--- src/rtl/prog_loader.sv ---
// Boot-time program loader: receives a framed byte stream and writes the payload into instruction memory.
// The CPU is released from reset only after a frame's checksum matches.
module prog_loader #(
    parameter int          ADDR_WIDTH = 8,
    parameter int          DATA_WIDTH = 8,
    parameter logic [7:0]  MAGIC      = 8'hA5
) (
    input  logic                  clk,
    input  logic                  reset,
    input  logic                  in_valid,
    input  logic [DATA_WIDTH-1:0] in_data,
    output logic                  in_ready,
    output logic                  mem_we,
    output logic [ADDR_WIDTH-1:0] mem_addr,
    output logic [DATA_WIDTH-1:0] mem_wdata,
    output logic                  cpu_reset,
    output logic                  load_done,
    output logic                  load_error,
    output logic [ADDR_WIDTH:0]   bytes_loaded
);
    localparam int CNT_W = ADDR_WIDTH + 1;
    localparam logic [ADDR_WIDTH:0] FULL = {1'b1, {ADDR_WIDTH{1'b0}}};

    typedef enum logic [2:0] {S_IDLE, S_LEN, S_DATA, S_CSUM, S_RUN, S_ERR} state_t;

    state_t                state_q, state_d;
    logic [ADDR_WIDTH:0]   rem_q, rem_d;
    logic [ADDR_WIDTH-1:0] addr_q, addr_d;
    logic [DATA_WIDTH-1:0] acc_q, acc_d;
    logic [ADDR_WIDTH:0]   bytes_q, bytes_d;
    logic                  mem_we_q, mem_we_d;
    logic [ADDR_WIDTH-1:0] mem_addr_q, mem_addr_d;
    logic [DATA_WIDTH-1:0] mem_wdata_q, mem_wdata_d;
    logic                  accept;
    logic                  is_magic;

    assign accept   = in_valid && in_ready;
    assign is_magic = (in_data == MAGIC);

    always_ff @(posedge clk) begin
        if (reset) begin
            state_q     <= S_IDLE;
            bytes_q     <= '0;
            mem_we_q    <= 1'b0;
            mem_addr_q  <= '0;
            mem_wdata_q <= '0;
        end else begin
            state_q     <= state_d;
            bytes_q     <= bytes_d;
            mem_we_q    <= mem_we_d;
            mem_addr_q  <= mem_addr_d;
            mem_wdata_q <= mem_wdata_d;
        end
    end

    // Frame-local working registers are re-initialised by the MAGIC/LEN bytes, so they need no reset.
    always_ff @(posedge clk) begin
        rem_q  <= rem_d;
        addr_q <= addr_d;
        acc_q  <= acc_d;
    end

    always_comb begin
        state_d = state_q;
        case (state_q)
            S_IDLE:  if (accept && is_magic) state_d = S_LEN;
            S_LEN:   if (accept) state_d = S_DATA;
            S_DATA:  if (accept && rem_q == CNT_W'(1)) state_d = S_CSUM;
            S_CSUM:  if (accept) state_d = (in_data == acc_q) ? S_RUN : S_ERR;
            S_RUN:   state_d = S_RUN;
            S_ERR:   if (accept && is_magic) state_d = S_LEN;
            default: state_d = S_IDLE;
        endcase
    end

    always_comb begin
        rem_d       = rem_q;
        addr_d      = addr_q;
        acc_d       = acc_q;
        bytes_d     = bytes_q;
        mem_we_d    = 1'b0;
        mem_addr_d  = mem_addr_q;
        mem_wdata_d = mem_wdata_q;
        if (accept) begin
            case (state_q)
                S_IDLE, S_ERR: begin
                    if (is_magic) begin
                        acc_d   = '0;
                        bytes_d = '0;
                    end
                end
                S_LEN: begin
                    rem_d  = (in_data == '0) ? FULL : CNT_W'(in_data);
                    addr_d = '0;
                end
                S_DATA: begin
                    mem_we_d    = 1'b1;
                    mem_addr_d  = addr_q;
                    mem_wdata_d = in_data;
                    acc_d       = acc_q + in_data;
                    addr_d      = addr_q + ADDR_WIDTH'(1);
                    rem_d       = rem_q - CNT_W'(1);
                    if (bytes_q != FULL) bytes_d = bytes_q + CNT_W'(1);
                end
                default: ;
            endcase
        end
    end

    always_comb begin
        in_ready   = (state_q != S_RUN);
        cpu_reset  = (state_q != S_RUN);
        load_done  = (state_q == S_RUN);
        load_error = (state_q == S_ERR);
    end

    assign mem_we       = mem_we_q;
    assign mem_addr     = mem_addr_q;
    assign mem_wdata    = mem_wdata_q;
    assign bytes_loaded = bytes_q;
endmodule

--- config.mk ---
export PLATFORM = sky130hd
export DESIGN_NAME = prog_loader
export DESIGN_NICKNAME = d
export VERILOG_FILES = /design/src/rtl/prog_loader.sv
export SDC_FILE = /design/constraint.sdc
export NUM_CORES = 1
export LEC_CHECK = 0
export BUFFER_PORTS_ARGS = -buffer_cell sky130_fd_sc_hd__buf_2
export CAP_MARGIN = 20
export CORE_MARGIN = 1
export CORE_UTILIZATION = 35
export DETAILED_ROUTE_END_ITERATION = 10
export PLACE_DENSITY_LB_ADDON = 0.2
export RECOVER_POWER = 25
export SETUP_SLACK_MARGIN = 0.02
export SLEW_MARGIN = 20
export SYNTH_ARGS = -nofsm -noshare
export SYNTH_HDL_FRONTEND = slang
export SYNTH_SLANG_ARGS = --single-unit
--- constraint.sdc ---
create_clock -name clk -period 2.31 [get_ports clk]
set_input_delay 0.1155 -clock clk [delete_from_list [all_inputs] [get_ports clk]]
set_output_delay 0.1155 -clock clk [all_outputs]
set_load 0.01 [all_outputs]
==> impl_metrics.py, run 1 <==
metrics = {
    "clock_tree": {
        "cts_buffers": 5,
        "cts_resized": 0,
        "cts.clk_slew.worst_paths_ps": 100,
        "cts_buffer_depth": 2,
        "cts_sinks": 54,
        "post-cts-setup-buffers": 0,
        "cts.htree.levels": 2,
        "cts_tree": "built",
        "holdBufCountCts": 0,
        "cts_root_buf": "clkbuf_8",
        "clk-insertion-delay-late_ps": 300,
    },
    "power": {
        "power.leakage_uw": 0.00115,
        "powerDensity_mw_per_mm2": 493,
        "fin_total_pwr_uw": 1620,
        "vdd_drop_max_mv": 0.215,
    },
    "final_layout": {
        "final_cells": 463,
        "utilization": 0.401,
        "regArea_mm2": 0.00133,
        "nets": 381,
        "antenna_cells": 0,
        "mostFrequentLayoutCells": "nand2_1, dfxtp_1, a21oi_1, clkbuf_1, edfxtp_1",
        "multi_input_area_mm2": 0.00144,
        "synthToLayoutAreaGrowth_pct": 10.9,
        "layout_commonest_cell": "nand2_1",
        "fill_cells": 888,
        "drive_above_1_share": 0.120,
    },
    "placement": {
        "numPortBuffers": 40,
        "hpwlAfterDp_um": 4910,
        "dp.cells": 455,
        "gp_congestion": 0.795,
    },
    "routing": {
        "dr.pass1.iters": 5,
        "final_antenna_net_count": 0,
        "vias": 2343,
        "drc_errors": 0,
        "drt-total-wl_um": 6790,
        "viasPerCell": 5.06,
        "wl_per_cell_um": 14.7,
        "drtIter0Drc": 88,
    },
    "worst_setup_path": {
        "end_kind": "flop",
        "crit_type": "flop to flop",
        "start_kind": "flop",
        "cp.arrival_ps": 2120,
        "worstPathMaxFanout": 3,
        "crit_required_ps": 2370,
    },
    "synthesis": {
        "synth_edf_count": 25,
        "synthArstFlopShare": 0,
        "synth_top_area_cell": "edfxtp_1",
        "synthesis.area_mm2": 0.00295,
        "ys_ff_latch": 54,
        "syn_nets": 344,
        "ys_top_cells_by_area": "edfxtp_1, dfxtp_1, nand2_1, ha_1, a21oi_1",
        "yosys_warnings": 0,
        "synthesis.area_per_instance_um2": 9.23,
        "synthFlopType": "dfxtp_1",
        "ys_seq_area_frac": 0.451,
        "ys_types": 54,
        "synthDominantCellAreaShare": 0.254,
        "syn_inst": 320,
    },
    "timing": {
        "setup_viol": 0,
        "slew_viol_final": 0,
        "skew_ps": 5.52,
        "timing.final.crit_share": 0.891,
        "relSlewSlack": 0.583,
        "min_period_ps": 2060,
        "fin_tns_setup_ps": 0,
        "hold_violations": 0,
        "fmax_ghz": 0.486,
        "fin_hold_ws_ps": 79.7,
        "rsz0062_at_grt": "false",
        "tightest_slew_ps": 625,
    },
    "flow_run": {
        "max_cap_violations": 0,
    },
    "floorplanning": {
        "ioPinCount": 41,
        "die_w_um": 93.9,
        "initial_core_util": 0.361,
        "core_area_mm2": 0.00818,
        "rows": 33,
        "die_h_um": 93.9,
        "die_area_mm2": 0.00881,
    },
    "grt": {
        "grt_first_pass_wirelength_um": 11200,
        "antenna_found_initial": 0,
        "grt_usage": 0.164,
        "grt-ovfl-total": 0,
        "grt_max_degree": 26,
        "grt_pass1_vias": 2232,
    },
    "worst_hold_path": {
        "hold_path_class": "input port to flop",
    },
    "run_status": {
        "run_status": "completed",
    },
}
[where the power goes]
| group | switching, uW | internal, uW |
|---|---|---|
| clock | 324 | 215 |
| sequential | 0.590 | 993 |
| combinational | 53.9 | 29.2 |
| total | 379 | 1240 |
[critical path, cell delays in order (launching register included)]
cell and delay, ps:
edfxtp_1 340, ha_1 180, inv_1 60, fa_1 380, nor2b_1 160, o21ai_0 140
a21boi_0 310, or3_1 170, nand3_1 60
[through the flow]
step | area (um2) | setup WS, ps
after floorplan | 2960 | 354
after global placement | 3230 | 205
after detailed placement | 3230 | 183
after CTS | 3320 | 246
after global routing | 3280 | 84.1
final | 3280 | 252
[logic make-up (layout without fill, tap and decap cells)]
kind of cell               count (synthesis)  in the layout  synth area share
DFF                                       54             54             0.451
buffers and inverters                     32             70            0.0597
xor gates and xnor gates                  17             17            0.0504
and+or+nand+nor                          137            137             0.241
adders and majority gates                 13             13            0.0576
muxes                                      1              1           0.00339
AOI/OAI and AO/OA                         66             66             0.137
[per-layer routing]
metal  up-vias  track usage  wire (um)  part of all wire
met2        45        0.265       3040              0.45
met3         6       0.0275        236             0.035
met5         -            0          0                 0
li1       1200            -          -                 -
met1      1092        0.227       3470              0.51
met4         0       0.0359         44            0.0065
[layout make-up]
class                           count  share of cell area
Sequential cell                    54               0.406
Clock buffer                        5              0.0210
Tap cell                          105              0.0401
Clock inverter                      3             0.00611
Multi-Input combinational cell    234               0.441
Timing Repair Buffer               48              0.0695
Inverter                           14              0.0160
[synth_stat cells (4+ instances only)]
| master | instances |
|---|---|
| clkbuf_1 | 10 |
| nor3b_1 | 4 |
| nor4_1 | 5 |
| dfxtp_1 | 29 |
| nor3_1 | 6 |
| buf_6 | 7 |
| nor2_1 | 23 |
| xnor2_1 | 7 |
| nand3_1 | 11 |
| xor2_1 | 10 |
| inv_1 | 14 |
| o21ai_0 | 16 |
| nand2_1 | 53 |
| a21oi_1 | 28 |
| or3_1 | 5 |
| ha_1 | 12 |
| edfxtp_1 | 25 |
| and3_1 | 5 |
[final timing paths]
| check | start | endpoint | slack (ps) | cells past startpoint |
|---|---|---|---|---|
| hold / removal | in_data[1] | mem_wdata[1] | 80 | 3 |
| setup / recovery | acc_q[0] | acc_q[6] | 250 | 8 |
| hold reg to reg | mem_wdata[6] | mem_wdata[6] | 460 | 2 |
| setup reg to reg | acc_q[0] | acc_q[6] | 250 | 8 |
[flip-flops by register name (all words and copies together) (netlist names)]
| register | cells |
|---|---|
| mem_addr | 8 |
| mem_wdata | 8 |
| acc_q | 8 |
| mem_we | 1 |
| addr_q | 8 |
| state_q | 3 |
| rem_q | 9 |
| bytes_loaded | 9 |
Power figures use the tool's default switching activity.
==> run 2: changes to the inputs <==
ABC_AREA = 1   (was unset)
CORE_MARGIN = unset   (was 1)
==> run 2 against run 1 <==
Compared with the run above:
- sequential share of layout area down 1.6 points
- clock power down 2%
- total power up 0.18%
- flip-flop and latch count unchanged
- cell count up 17%
- largest power group unchanged
==> impl_metrics.py, run 2 <==
metrics = {
    "floorplanning": {
        "die_h_um": 95.0,
        "core_area_mm2": 0.00830,
        "initial_core_util": 0.365,
        "die_area_mm2": 0.00902,
        "die_w_um": 95.0,
        "ioPinCount": 41,
        "rows": 33,
    },
    "routing": {
        "viasPerCell": 4.88,
        "vias": 2651,
        "dr.pass1.iters": 4,
        "wl_per_cell_um": 12.9,
        "drt-total-wl_um": 7000,
        "drtIter0Drc": 123,
        "drc_errors": 0,
        "final_antenna_net_count": 0,
    },
    "grt": {
        "grt_first_pass_wirelength_um": 11600,
        "antenna_found_initial": 0,
        "grt-ovfl-total": 0,
        "grt_pass1_vias": 2440,
        "grt_usage": 0.166,
        "grt_max_degree": 29,
    },
    "final_layout": {
        "synthToLayoutAreaGrowth_pct": 12.6,
        "nets": 461,
        "fill_cells": 861,
        "mostFrequentLayoutCells": "nand2_1, nor2_1, inv_1, o21ai_0, a21oi_1",
        "layout_commonest_cell": "nand2_1",
        "multi_input_area_mm2": 0.00145,
        "drive_above_1_share": 0.0913,
        "antenna_cells": 0,
        "regArea_mm2": 0.00133,
    },
    "worst_setup_path": {
        "worstPathMaxFanout": 12,
        "end_kind": "flop",
        "crit_type": "flop to flop",
        "cp.arrival_ps": 1860,
        "reg2reg_slack_ps": 440,
        "crit_required_ps": 2300,
        "start_kind": "flop",
    },
    "power": {
        "clockPowerShare": 0.326,
        "p_comb_frac": 0.059,
        "p_switching_uw": 384,
        "vdd_drop_max_mv": 0.233,
        "powerDensity_mw_per_mm2": 475,
        "power.leakage_uw": 0.00139,
        "p_seq_frac": 0.615,
        "p_sw_frac": 0.237,
        "intPower_uw": 1230,
    },
    "placement": {
        "hpwlAfterDp_um": 5190,
        "gp_congestion": 0.849,
        "place_ws_ps": 414,
        "numPortBuffers": 40,
    },
    "synthesis": {
        "ys_types": 35,
        "synthFlopType": "dfxtp_1",
        "synth_top_area_cell": "edfxtp_1",
        "yosys_warnings": 0,
        "synth_edf_count": 25,
        "netlist_top_cells_count": "nand2_1, nor2_1, inv_1",
        "syn_nets": 420,
        "synth_most_common_cell": "nand2_1",
        "ys_seq_area_frac": 0.440,
        "synthArstFlopShare": 0,
        "synthesis.area_mm2": 0.00303,
        "synthesis.area_per_instance_um2": 7.64,
        "syn_inst": 396,
        "ys_top_cells_by_area": "edfxtp_1, dfxtp_1, nand2_1, o21ai_0, nor2_1",
        "ys_ff_latch": 54,
        "synthDominantCellAreaShare": 0.248,
    },
    "timing": {
        "relSlewSlack": 0.636,
        "hold_violations": 0,
        "setup_viol": 0,
        "rsz0062_at_grt": "false",
        "fin_tns_setup_ps": 0,
        "setup_slack_ps": 443,
        "tightest_slew_ps": 545,
        "min_period_ps": 1870,
        "slew_viol_final": 0,
        "fmax_ghz": 0.536,
        "timing.final.crit_share": 0.808,
        "skew_ps": 3.36,
    },
    "clock_tree": {
        "cts_tree": "built",
        "cts_sinks": 54,
        "cts_root_buf": "clkbuf_8",
        "cts_resized": 0,
        "cts.clk_slew.worst_paths_ps": 100,
        "post-cts-setup-buffers": 0,
        "cts.htree.levels": 2,
        "cts_buffers": 5,
        "cts_buffer_depth": 2,
        "clk-insertion-delay-late_ps": 310,
    },
    "flow_run": {
        "max_cap_violations": 0,
    },
    "run_status": {
        "run_status": "completed",
    },
    "worst_hold_path": {
        "hold_path_class": "input port to flop",
    },
}
-- run 2: kinds of logic after synthesis --
logic type | share of synthesized area
and+or+nand+nor | 0.248
AOI/OAI and AO/OA | 0.160
buffers and inverters | 0.0844
DFF | 0.440
adders and majority gates | 0.0562
xor gates and xnor gates | 0.0116
-- run 2: metrics by stage --
step / total power, uW / hold slack [ps] / std cells / instance area [um2] / util
CTS: 1640 / 140 / 543 / 3440 / 0.414
detailed placement: 1110 / 334 / 534 / 3350 / 0.403
finish: 1620 / 144 / 543 / 3410 / 0.411
global route: 1690 / 157 / 543 / 3410 / 0.411
global placement: 1110 / 337 / 534 / 3350 / 0.403
floorplan: 1080 / 205 / 396 / 3030 / -
-- run 2: final cells by class --
cell class | count | area share
Clock inverter | 3 | 0.00441
Multi-Input combinational cell | 277 | 0.427
Sequential cell | 54 | 0.391
Clock buffer | 5 | 0.0202
Inverter | 55 | 0.0606
Tap cell | 105 | 0.0386
Timing Repair Buffer | 44 | 0.0588
-- run 2: worst paths after layout --
path / start / end / cells after the start
min: in_data[5] / mem_wdata[5] / 3
max: state_q[2] / acc_q[4] / 7
max reg2reg: state_q[2] / acc_q[4] / 7
min reg2reg: bytes_loaded[6] / bytes_loaded[6] / 2
-- run 2: critical path, stage by stage (launching register included) --
cell and delay [ps]:
dfxtp_1 420, inv_2 130, nand3_2 270, nand3_2 180, nand2_4 100, inv_2 80
nand2_1 90, inv_1 270
-- run 2: power groups by stage --
stage	Clock (uW)	Combinational (uW)	Sequential [uW]
5_1_grt	581	110	996
2_1_floorplan	0	59.5	1020
3_5_place_dp	0	95.5	1020
3_3_place_gp	0	95.0	1020
6_report	528	96.0	995
4_1_cts	546	97.0	995
-- run 2: timing repair --
item	4_1_cts	5_1_grt
hold endpoints to repair	1	0
hold buffers	1	0
endpoints found under the setup margin	0	0
-- run 2: per-layer routing --
metal	wire [um]	GRT usage
met5	0	0
met2	3150	0.266
met4	100	0.0530
met3	333	0.0266
met1	3410	0.228
